--- config.mk ---
export PLATFORM = sky130hd
export DESIGN_NAME = coin_validator_flat
export DESIGN_NICKNAME = d
export VERILOG_FILES = /design/src/rtl/coin_validator_if.sv /design/src/rtl/coin_validator.sv /design/src/flat_wrapper.sv
export SDC_FILE = /design/constraint.sdc
export NUM_CORES = 1
export LEC_CHECK = 0
export ABC_CLOCK_PERIOD_IN_PS = 3400
export BUFFER_PORTS_ARGS = -buffer_cell sky130_fd_sc_hd__buf_2
export CAP_MARGIN = 0
export CORE_MARGIN = 2
export CORE_UTILIZATION = 45
export DETAILED_ROUTE_END_ITERATION = 16
export HOLD_SLACK_MARGIN = 0.03
export PLACE_DENSITY = 0.74
export SLEW_MARGIN = 20
export SYNTH_ARGS = -nofsm -noshare
export SYNTH_HDL_FRONTEND = slang
export SYNTH_SLANG_ARGS = --single-unit
--- constraint.sdc ---
create_clock -name clk -period 3.4 [get_ports clk]
set_input_delay 0.34 -clock clk [delete_from_list [all_inputs] [get_ports clk]]
set_output_delay 0.34 -clock clk [all_outputs]
set_load 0.01 [all_outputs]
--- src/rtl/coin_validator_if.sv ---
// Coin-chute bus between the chute/collector side and the validator.
// Carries sensor + accept_en in, coin code, reject gate, fault and audit counts out.
interface coin_validator_if;
    logic       coin_sense;
    logic       accept_en;
    logic [1:0] coin_code;
    logic       reject_out;
    logic       fault;
    logic [7:0] nickel_cnt;
    logic [7:0] dime_cnt;
    logic [7:0] reject_cnt;

    modport master (
        output coin_sense, accept_en,
        input  coin_code, reject_out, fault,
        input  nickel_cnt, dime_cnt, reject_cnt
    );

    modport slave (
        input  coin_sense, accept_en,
        output coin_code, reject_out, fault,
        output nickel_cnt, dime_cnt, reject_cnt
    );
endinterface

--- src/rtl/coin_validator.sv ---
// Coin validator: syncs the chute sensor, measures and merges pulses, classifies nickel/dime.
// Ports: clk, sync_reset_n (sync, active-low), bus (slave: sensor/accept in, code/reject/fault/counts out).
module coin_validator #(
    parameter int unsigned NICKEL_MIN = 4,
    parameter int unsigned NICKEL_MAX = 8,
    parameter int unsigned DIME_MIN   = 12,
    parameter int unsigned DIME_MAX   = 20,
    parameter int unsigned GAP        = 4,
    parameter int unsigned STUCK_LIM  = 200
) (
    input  logic             clk,
    input  logic             sync_reset_n,
    coin_validator_if.slave  bus
);

    localparam logic [7:0] N_MIN  = 8'(NICKEL_MIN);
    localparam logic [7:0] N_MAX  = 8'(NICKEL_MAX);
    localparam logic [7:0] D_MIN  = 8'(DIME_MIN);
    localparam logic [7:0] D_MAX  = 8'(DIME_MAX);
    localparam logic [7:0] GAP_M1 = 8'(GAP - 1);
    localparam logic [7:0] STUCK  = 8'(STUCK_LIM);

    typedef enum logic [2:0] {
        ARM, IDLE, HIGH, LOW_WAIT, EMIT, ST_STUCK
    } state_t;

    state_t     state_q, state_d;
    logic       s1_q, s_q;
    logic [7:0] w_q, w_d;
    logic [7:0] g_q, g_d;
    logic [1:0] code_q, code_d;
    logic       rej_q, rej_d;
    logic       fault_q, fault_d;
    logic [7:0] ncnt_q, ncnt_d;
    logic [7:0] dcnt_q, dcnt_d;
    logic [7:0] rcnt_q, rcnt_d;

    logic [7:0] w_inc;
    logic       is_nickel;
    logic       is_dime;

    function automatic logic [7:0] sat_inc(input logic [7:0] v);
        return (v == 8'hFF) ? v : v + 8'd1;
    endfunction

    assign w_inc     = sat_inc(w_q);
    assign is_nickel = (w_q >= N_MIN) && (w_q <= N_MAX);
    assign is_dime   = (w_q >= D_MIN) && (w_q <= D_MAX);

    always_ff @(posedge clk) begin
        if (!sync_reset_n) begin
            state_q <= ARM;
            s1_q    <= 1'b0;
            s_q     <= 1'b0;
            w_q     <= 8'd0;
            g_q     <= 8'd0;
            code_q  <= 2'b00;
            rej_q   <= 1'b0;
            fault_q <= 1'b0;
            ncnt_q  <= 8'd0;
            dcnt_q  <= 8'd0;
            rcnt_q  <= 8'd0;
        end else begin
            state_q <= state_d;
            s1_q    <= bus.coin_sense;
            s_q     <= s1_q;
            w_q     <= w_d;
            g_q     <= g_d;
            code_q  <= code_d;
            rej_q   <= rej_d;
            fault_q <= fault_d;
            ncnt_q  <= ncnt_d;
            dcnt_q  <= dcnt_d;
            rcnt_q  <= rcnt_d;
        end
    end

    always_comb begin
        state_d = state_q;
        w_d     = w_q;
        g_d     = g_q;
        code_d  = 2'b00;
        rej_d   = 1'b0;
        fault_d = fault_q;
        ncnt_d  = ncnt_q;
        dcnt_d  = dcnt_q;
        rcnt_d  = rcnt_q;

        unique case (state_q)
            ARM: begin
                // The synchronizer restarts from 0 after reset, so its
                // output only reflects the sensor after two clocks; g
                // counts those fill cycles before s is trusted.
                if (g_q != 8'd2) begin
                    g_d = g_q + 8'd1;
                end else if (!s_q) begin
                    state_d = IDLE;
                    g_d     = 8'd0;
                end
            end
            IDLE: begin
                if (s_q) begin
                    state_d = HIGH;
                    w_d     = 8'd1;
                end
            end
            HIGH, LOW_WAIT: begin
                if (s_q) begin
                    w_d     = w_inc;
                    state_d = HIGH;
                    if (w_inc >= STUCK) begin
                        state_d = ST_STUCK;
                        fault_d = 1'b1;
                        g_d     = 8'd0;
                    end
                end else if (state_q == HIGH) begin
                    state_d = LOW_WAIT;
                    g_d     = 8'd1;
                end else if (g_q == GAP_M1) begin
                    state_d = EMIT;
                    g_d     = 8'd0;
                    if (is_nickel && bus.accept_en) begin
                        code_d = 2'b01;
                        ncnt_d = sat_inc(ncnt_q);
                    end else if (is_dime && bus.accept_en) begin
                        code_d = 2'b10;
                        dcnt_d = sat_inc(dcnt_q);
                    end else begin
                        rej_d  = 1'b1;
                        rcnt_d = sat_inc(rcnt_q);
                    end
                end else begin
                    g_d = g_q + 8'd1;
                end
            end
            EMIT: begin
                if (s_q) begin
                    state_d = HIGH;
                    w_d     = 8'd1;
                end else begin
                    state_d = IDLE;
                end
            end
            ST_STUCK: begin
                if (s_q) begin
                    g_d = 8'd0;
                end else if (g_q == GAP_M1) begin
                    state_d = IDLE;
                    g_d     = 8'd0;
                end else begin
                    g_d = g_q + 8'd1;
                end
            end
            default: begin
                state_d = ARM;
                g_d     = 8'd0;
            end
        endcase
    end

    assign bus.coin_code  = code_q;
    assign bus.reject_out = rej_q;
    assign bus.fault      = fault_q;
    assign bus.nickel_cnt = ncnt_q;
    assign bus.dime_cnt   = dcnt_q;
    assign bus.reject_cnt = rcnt_q;

endmodule

--- src/flat_wrapper.sv ---
// flat-port wrapper written by rule: the top's interface ports become plain ports
module coin_validator_flat 
#(
    parameter int unsigned NICKEL_MIN = 4,
    parameter int unsigned NICKEL_MAX = 8,
    parameter int unsigned DIME_MIN   = 12,
    parameter int unsigned DIME_MAX   = 20,
    parameter int unsigned GAP        = 4,
    parameter int unsigned STUCK_LIM  = 200
)
  (clk, sync_reset_n, bus_coin_sense, bus_accept_en, bus_coin_code, bus_reject_out, bus_fault, bus_nickel_cnt, bus_dime_cnt, bus_reject_cnt);
  coin_validator_if bus_i ();
  input  logic clk;
  input  logic sync_reset_n;
  input wire logic [$bits(bus_i.coin_sense)-1:0] bus_coin_sense;
  input wire logic [$bits(bus_i.accept_en)-1:0] bus_accept_en;
  output wire logic [$bits(bus_i.coin_code)-1:0] bus_coin_code;
  output wire logic [$bits(bus_i.reject_out)-1:0] bus_reject_out;
  output wire logic [$bits(bus_i.fault)-1:0] bus_fault;
  output wire logic [$bits(bus_i.nickel_cnt)-1:0] bus_nickel_cnt;
  output wire logic [$bits(bus_i.dime_cnt)-1:0] bus_dime_cnt;
  output wire logic [$bits(bus_i.reject_cnt)-1:0] bus_reject_cnt;
  assign bus_i.coin_sense = bus_coin_sense;
  assign bus_i.accept_en = bus_accept_en;
  assign bus_coin_code = bus_i.coin_code;
  assign bus_reject_out = bus_i.reject_out;
  assign bus_fault = bus_i.fault;
  assign bus_nickel_cnt = bus_i.nickel_cnt;
  assign bus_dime_cnt = bus_i.dime_cnt;
  assign bus_reject_cnt = bus_i.reject_cnt;
  coin_validator #(.NICKEL_MIN(NICKEL_MIN), .NICKEL_MAX(NICKEL_MAX), .DIME_MIN(DIME_MIN), .DIME_MAX(DIME_MAX), .GAP(GAP), .STUCK_LIM(STUCK_LIM)) u_core (.clk(clk), .sync_reset_n(sync_reset_n), .bus(bus_i));
endmodule
==> out/results.ini, run 1 <==
[detailed_routing]
vias_per_cell = 6.28
final_antenna_net_count = 0
drt_first_pass_iters = 5
initialDrtViolationCount = 226
routed_wire_length_per_instance_um = 15.1
route.vias.total = 2751
drc_errors = 0
routed_wirelength_mm = 6.63

[worst_setup_path]
startpoint = u_core.g_q[0]$_SDFFE_PN0P_
start_of_the_worst_register_to_register_path = u_core.g_q[0]$_SDFFE_PN0P_
cp_slowest_cell = sky130_fd_sc_hd__o2111ai_1
critPathBufInv = 0
cell_family_contributing_the_most_delay_on_the_critical_path = compound AO/OA/AOI/OAI gates
critPathMaxStageDelay_ns = 0.49
crit_chain = ha_1 > or3b_1 > o2111ai_1 > nand2_1 > a21boi_0 > a311oi_1
worstSetupEndpointType = flop
worst_ep_arrival_time_ns = 2.62
critPathLaunchType = flop
crit_required_ns = 3.55
maximum_net_fanout_on_the_critical_path = 9
timing_worst_setup_path_type = flop to flop

[sta]
finalWorstPathRequiredPeriod_ns = 2.47
worst_clock_skew_ns = 0.00824
min_period_over_period_pct = 72.7
timing.final.max_slew_violations = 0
max_slew.worst_pin.slew_ns = 0.944
achievable-frequency_ghz = 0.405
timing.final.setup_violations = 0
totalNegativeSetupSlack_ns = 0
rsz0062_at_grt = no
worst_slack_ns = 0.928
hold_viol = 0
relSlewSlack_pct = 36.8

[logic_synthesis]
yosys_warns = 0
seq_area_frac_synth_pct = 34.6
synthesized_netlist_cell_count = 347
synth_top_cells_by_area = sky130_fd_sc_hd__dfxtp_1 35%, sky130_fd_sc_hd__a21oi_1 5.8%, sky130_fd_sc_hd__o21ai_0 3.7%
mappedNetlistNets = 358
synth_cell_types = 63
yosys.area.top_type_share_pct = 34.6
synthTopCellsByCount = 49 x sky130_fd_sc_hd__dfxtp_1, 33 x sky130_fd_sc_hd__a21oi_1, 25 x sky130_fd_sc_hd__nand2_1
synthFlopType = sky130_fd_sc_hd__dfxtp_1
synth_area_per_cell_um2 = 8.17
synth_area_mm2 = 0.00284
synth_edf_count = 0
dominant_cell_by_count_in_the_synthesized_netlist = sky130_fd_sc_hd__dfxtp_1
yosys.area.top_type = sky130_fd_sc_hd__dfxtp_1
postSynth.asyncResetShare_pct = 0
synth.ff_latch_count = 49

[layout]
drive_gt1_share_pct = 13.5
multi_input_comb_area_mm2 = 0.00170
syn_to_final_growth_pct = 8.38
nets = 373
ff_latch_area_um2 = 981
final.fill_count = 574
antenna_cells = 0

[cts]
clkSlewWorstSetupHoldPaths_ns = 0.08
cts_tree = done
cts_hold_buf = 0
cts_repair_resize_count = 0
post-cts-setup-buffers = 0
clk_path_buf_depth = 2
cts_root_buf = sky130_fd_sc_hd__clkbuf_8
clk-insertion-delay-late_ns = 0.31
clock_sinks = 49
total_cts_buffers = 5
cts_max_level = 2

[status]
status = finished, final reports clean

[power_and_ir_drop]
static-leakage-power_nw = 1.19
power.density_mw_per_mm2 = 391
design_power_total_w = 0.00120
vdd.ir_drop.worst_v = 0.000266

[global_route]
grt_most_used_layer = met2
grt_first_pass_wirelength_mm = 11.3
groute.layer.met3.usage_pct = 4.87
grt_max_degree = 32
grt_pass1_vias = 2402
grt-ovfl-total = 0
grt_antenna_before_repair = 0
grt_usage_pct = 19.1
grt_use_met2_pct = 30.1
gr-usage-met1_pct = 26.3

[run]
maxCapViolations = 0

[place]
worst_setup_slack_post_dpl_ns = 0.996
dp_hpwl_mm = 4.41
globalplace.congestion = 0.871
io_buffer_count = 31

[worst_hold_path]
worst_hold_path_type = input port to flop
start_point_of_the_worst_min_delay_path = bus_coin_sense

[die]
row_count = 28
die_x_um = 83.4
die_h_um = 83.4
die_area_mm2 = 0.00695
core_mm2 = 0.00599
initial_utilization_pct = 47.3
ioPinCount = 32

[worst paths after layout]
kind	slack, ns	to	cells past startpoint
worst max-delay path	0.93	u_core.g_q[2]$_SDFFE_PN0P_	6
worst min-delay path	0.24	u_core.s1_q$_SDFF_PN0_	2
worst max register to register	0.93	u_core.g_q[2]$_SDFFE_PN0P_	6
worst min register to register	0.43	u_core.s_q$_SDFF_PN0_	1
[layout by cell type (no fill, tap or decap), types with 8 or more instances in the layout]
| cell | netlist | routed |
|---|---|---|
| sky130_fd_sc_hd__a21oi_1 | 33 | 33 |
| sky130_fd_sc_hd__a41oi_1 | 9 | 9 |
| sky130_fd_sc_hd__and2_1 | 9 | 9 |
| sky130_fd_sc_hd__and3_1 | 11 | 11 |
| sky130_fd_sc_hd__buf_2 | 2 | 31 |
| sky130_fd_sc_hd__dfxtp_1 | 49 | 49 |
| sky130_fd_sc_hd__inv_1 | 12 | 12 |
| sky130_fd_sc_hd__nand2_1 | 25 | 25 |
| sky130_fd_sc_hd__nand3_1 | 18 | 18 |
| sky130_fd_sc_hd__nand4_1 | 9 | 9 |
| sky130_fd_sc_hd__o21ai_0 | 21 | 21 |
| sky130_fd_sc_hd__o31ai_1 | 8 | 8 |
| sky130_fd_sc_hd__or3_1 | 9 | 9 |
| sky130_fd_sc_hd__or4_1 | 9 | 9 |
[kinds of logic (layout without fill, tap and decap cells)]
group / after synthesis / count (layout) / synth area share, %
adders and majority gates: 7 / 7 / 3.09
AOI/OAI and AO/OA: 115 / 115 / 27.0
xor gates and xnor gates: 3 / 3 / 0.927
and+or+nand+nor: 135 / 135 / 28.8
buffers and inverters: 37 / 53 / 5.30
DFF: 49 / 49 / 34.6
muxes: 1 / 1 / 0.353
[worst register-to-register path: cells and delay by family (launching register included)]
family / cells / cell delay [ns]
flops: 1 / 0.40
simple gates: 2 / 0.77
compound gates: 3 / 0.85
fa+ha+maj: 1 / 0.31
[registers in the layout (all words and copies together), names as in the netlist]
register	flops
u_core.s_q	1
u_core.bus.reject_cnt	8
u_core.w_q	8
u_core.s1_q	1
u_core.bus.reject_out	1
u_core.bus.dime_cnt	8
u_core.bus.coin_code	2
u_core.bus.fault	1
u_core.state_q	3
u_core.bus.nickel_cnt	8
u_core.g_q	8
[stage by stage]
stage / cell area [um2] / utilization (%) / hold slack, ns / instances
after floorplan: 2840 / - / 0.412 / 347
after global placement: 2990 / 49.9 / 0.414 / 430
after detailed placement: 2990 / 49.9 / 0.422 / 430
after CTS: 3070 / 51.3 / 0.234 / 438
after global routing: 3070 / 51.3 / 0.229 / 438
final: 3070 / 51.3 / 0.237 / 438
[where the power goes]
| group | switching, W | total [W] | internal, W |
|---|---|---|---|
| Clock | 0.000202 | 0.000345 | 0.000143 |
| Sequential | 0.0000319 | 0.000624 | 0.000593 |
| Combinational | 0.000141 | 0.000231 | 0.0000897 |
[final cells by class]
type / instances / share of cell area, %
multi-input combinational: 261 / 55.5
sequential: 49 / 31.9
timing repair buffer: 32 / 5.29
tap: 75 / 3.05
clock buffer: 6 / 2.36
inverter: 13 / 1.59
clock inverter: 2 / 0.326
[per-layer routing]
metal  routed length, um  share of wire (%)
met3                 311                4.7
met5                   0                  0
met2                3080                 46
met1                3170                 48
met4                  66                1.0
Note: power is estimated with default switching activity, not from simulation.
==> inputs of run 2 (changes only) <==
Settings changed: ABC_AREA set to 1, ABC_CLOCK_PERIOD_IN_PS 3400 to 2000, PLACE_DENSITY 0.74 to 0.77.
Clock period 3.4 ns to 2 ns, I/O delays scaled along.
==> out/results.ini, run 2 <==
[status]
status = finished, final reports clean

[worst_setup_path]
crit_chain = inv_1 > ha_1 > inv_1 > nand2_1 > nand4_1 > buf_4 > nand2_2 > nor2_8 > nand3_1 > o21ai_1 > a21oi_1
maximum_net_fanout_on_the_critical_path = 8  ; -1
critPathMostFrequentCell = sky130_fd_sc_hd__inv_1
crit_required_ns = 2.20  ; -1.35 ns
cell_family_contributing_the_most_delay_on_the_critical_path = simple AND/OR/NAND/NOR gates
critPathBufInv = 3  ; +3
cp_slowest_cell = sky130_fd_sc_hd__dfxtp_2
timing_worst_setup_path_type = flop to flop
critPathLaunchType = flop
critPathMaxStageDelay_ns = 0.40  ; -0.09 ns
worst_ep_arrival_time_ns = 2.01  ; -0.61 ns
worstSetupEndpointType = flop

[logic_synthesis]
synth_edf_count = 0  ; unchanged
synthesized_netlist_cell_count = 408  ; +18%
synthFlopType = sky130_fd_sc_hd__dfxtp_1
synth_top_cells_by_area = sky130_fd_sc_hd__dfxtp_1 35%, sky130_fd_sc_hd__nand2_1 14%, sky130_fd_sc_hd__inv_1 6.7%
dominant_cell_by_count_in_the_synthesized_netlist = sky130_fd_sc_hd__nand2_1
yosys_warns = 0  ; unchanged
postSynth.asyncResetShare_pct = 0  ; unchanged
yosys.area.top_type = sky130_fd_sc_hd__dfxtp_1
synth_area_mm2 = 0.00278  ; -1.9%
synthTopCellsByCount = 102 x sky130_fd_sc_hd__nand2_1, 50 x sky130_fd_sc_hd__inv_1, 49 x sky130_fd_sc_hd__dfxtp_1
yosys.area.top_type_share_pct = 35.3  ; +0.67 points
synth_area_per_cell_um2 = 6.82  ; -17%
synth.ff_latch_count = 49  ; unchanged
seq_area_frac_synth_pct = 35.3  ; +0.67 points
mappedNetlistNets = 419  ; +17%
synth_cell_types = 37  ; -41%

[layout]
drive_gt1_share_pct = 17.8  ; +4.3 points
antenna_cells = 0  ; unchanged
syn_to_final_growth_pct = 11.9
stdcell_area_mm2 = 0.00311  ; +1.3%
most_frequent_standard_cell_in_the_layout_excluding_fill_and_tap_cells = sky130_fd_sc_hd__nand2_1
mostFrequentLayoutCells = 101 x sky130_fd_sc_hd__nand2_1, 50 x sky130_fd_sc_hd__inv_1, 46 x sky130_fd_sc_hd__dfxtp_1
nets = 456  ; +22%

[global_route]
grt_usage_pct = 18.5  ; -0.65 points
grt_antenna_before_repair = 0  ; unchanged
grt_first_pass_wirelength_mm = 9.93  ; -12%
grt_max_degree = 21  ; -34%
grt_pass1_vias = 2417  ; +0.62%
grt-ovfl-total = 0  ; unchanged

[die]
die_h_um = 82.6  ; -0.91%
ioPinCount = 32  ; unchanged
die_area_mm2 = 0.00683  ; -1.8%
row_count = 28  ; unchanged
die_x_um = 82.6  ; -0.91%
initial_utilization_pct = 46.7  ; -0.62 points
core_mm2 = 0.00596  ; -0.58%

[place]
dp_hpwl_mm = 4.51  ; +2.2%
io_buffer_count = 31  ; unchanged
globalplace.congestion = 0.890  ; +2.2%
worst_setup_slack_post_dpl_ns = 0.141  ; -0.855 ns
post_dp_cell_area_mm2 = 0.00302  ; +1.0%

[cts]
clk-insertion-delay-late_ns = 0.30  ; about the same
clkSlewWorstSetupHoldPaths_ns = 0.08  ; about the same
cts_max_level = 2  ; unchanged
cts_tree = done
total_cts_buffers = 5  ; unchanged
clock_sinks = 49  ; unchanged
cts_root_buf = sky130_fd_sc_hd__clkbuf_8
clk_path_buf_depth = 2  ; unchanged

[detailed_routing]
drt_first_pass_iters = 4  ; -1
drc_errors = 0  ; unchanged
final_antenna_net_count = 0  ; unchanged
routed_wire_length_per_instance_um = 11.5  ; -24%
initialDrtViolationCount = 185  ; -18%
route.vias.total = 2670  ; -2.9%
routed_wirelength_mm = 5.96  ; -10%
vias_per_cell = 5.14  ; -18%

[sta]
min_period_over_period_pct = 90.4  ; +18 points
achievable-frequency_ghz = 0.553  ; +37%
post_route_worst_hold_slack_ns = 0.0759  ; -0.161 ns
hold_viol = 0  ; unchanged
finalWorstPathRequiredPeriod_ns = 1.81  ; -0.664 ns
timing.final.max_slew_violations = 0  ; unchanged
worst_slack_ns = 0.192  ; -0.736 ns
worst_clock_skew_ns = 0.00293  ; -0.00531 ns
relSlewSlack_pct = 74.8  ; +38 points
timing.final.setup_violations = 0  ; unchanged
totalNegativeSetupSlack_ns = 0  ; unchanged
max_slew.worst_pin.slew_ns = 0.378  ; -0.566 ns

[power_and_ir_drop]
design_power_total_w = 0.00221  ; +84%
static-leakage-power_nw = 1.38  ; +15%
power.density_mw_per_mm2 = 711  ; +82%
vdd.ir_drop.worst_v = 0.000548  ; +110%

[run]
maxCapViolations = 0  ; unchanged

[worst_hold_path]
worst_hold_path_type = input port to flop

[run 2: worst paths after layout]
path	startpoint	to	slack (ns)	depth (start not counted)
min	bus_coin_sense	u_core.s1_q$_SDFF_PN0_	0.08	3
min reg2reg	u_core.s1_q$_SDFF_PN0_	u_core.s_q$_SDFF_PN0_	0.42	2
max	u_core.w_q[0]$_SDFFE_PN0P_	u_core.bus.reject_cnt[4]$_SDFFE_PN0P_	0.19	11
max reg2reg	u_core.w_q[0]$_SDFFE_PN0P_	u_core.bus.reject_cnt[4]$_SDFFE_PN0P_	0.19	11
[run 2: per-layer routing]
layer,vias to the layer above,GRT usage [%],wire length (um)
met1,1226,22.5,2820
li1,1388,-,-
met3,10,4.35,241
met5,-,0,0
met2,46,32.3,2790
met4,0,5.41,111
[run 2: through the flow]
stage,cells,util (%)
2_1_floorplan,408,-
3_3_place_gp,512,50.7
3_5_place_dp,512,50.7
4_1_cts,518,52.0
5_1_grt,519,52.2
6_report,519,52.2
[run 2: worst register-to-register path: stages (launching register included)]
cell and delay, ns:
sky130_fd_sc_hd__dfxtp_2 0.40, sky130_fd_sc_hd__inv_1 0.06, sky130_fd_sc_hd__ha_1 0.20, sky130_fd_sc_hd__inv_1 0.08, sky130_fd_sc_hd__nand2_1 0.06, sky130_fd_sc_hd__nand4_1 0.19, sky130_fd_sc_hd__buf_4 0.16, sky130_fd_sc_hd__nand2_2 0.09
sky130_fd_sc_hd__nor2_8 0.17, sky130_fd_sc_hd__nand3_1 0.11, sky130_fd_sc_hd__o21ai_1 0.13, sky130_fd_sc_hd__a21oi_1 0.05
[run 2: cell type report]
class / instances / area (um2)
clock buffers: 5 / 68.8
clock inverters: 1 / 5.00
fillers: 588 / 2840
inverters: 56 / 210
multi-input cells: 297 / 1560
flip-flops and latches: 49 / 985
well taps: 75 / 93.8
repair buffers: 36 / 193
[run 2: repair_timing]
action                                  4_1_cts  5_1_grt
hold buffers                                  0        0
endpoints found under the setup margin        0       19
setup buffers                                 0        1
resized for setup                             0        6
[run 2: power breakdown]
part | total (W) | switching, W | leakage [nW] | internal, W
Clock | 0.000543 | 0.000312 | 0.0399 | 0.000231
Combinational | 0.000579 | 0.000393 | 0.939 | 0.000186
Sequential | 0.00109 | 0.0000634 | 0.397 | 0.00103
Total | 0.00221 | 0.000769 | 1.38 | 0.00144
[run 2: kinds of logic (layout without fill, tap and decap cells)]
| group | count (synthesis) | count (layout) | synth area share, % |
|---|---|---|---|
| compound gates | 63 | 63 | 12.2 |
| xor+xnor | 8 | 8 | 2.52 |
| simple gates | 219 | 219 | 37.9 |
| buf+inv | 62 | 98 | 8.95 |
| fa+ha+maj | 7 | 7 | 3.15 |
| flops | 49 | 49 | 35.3 |
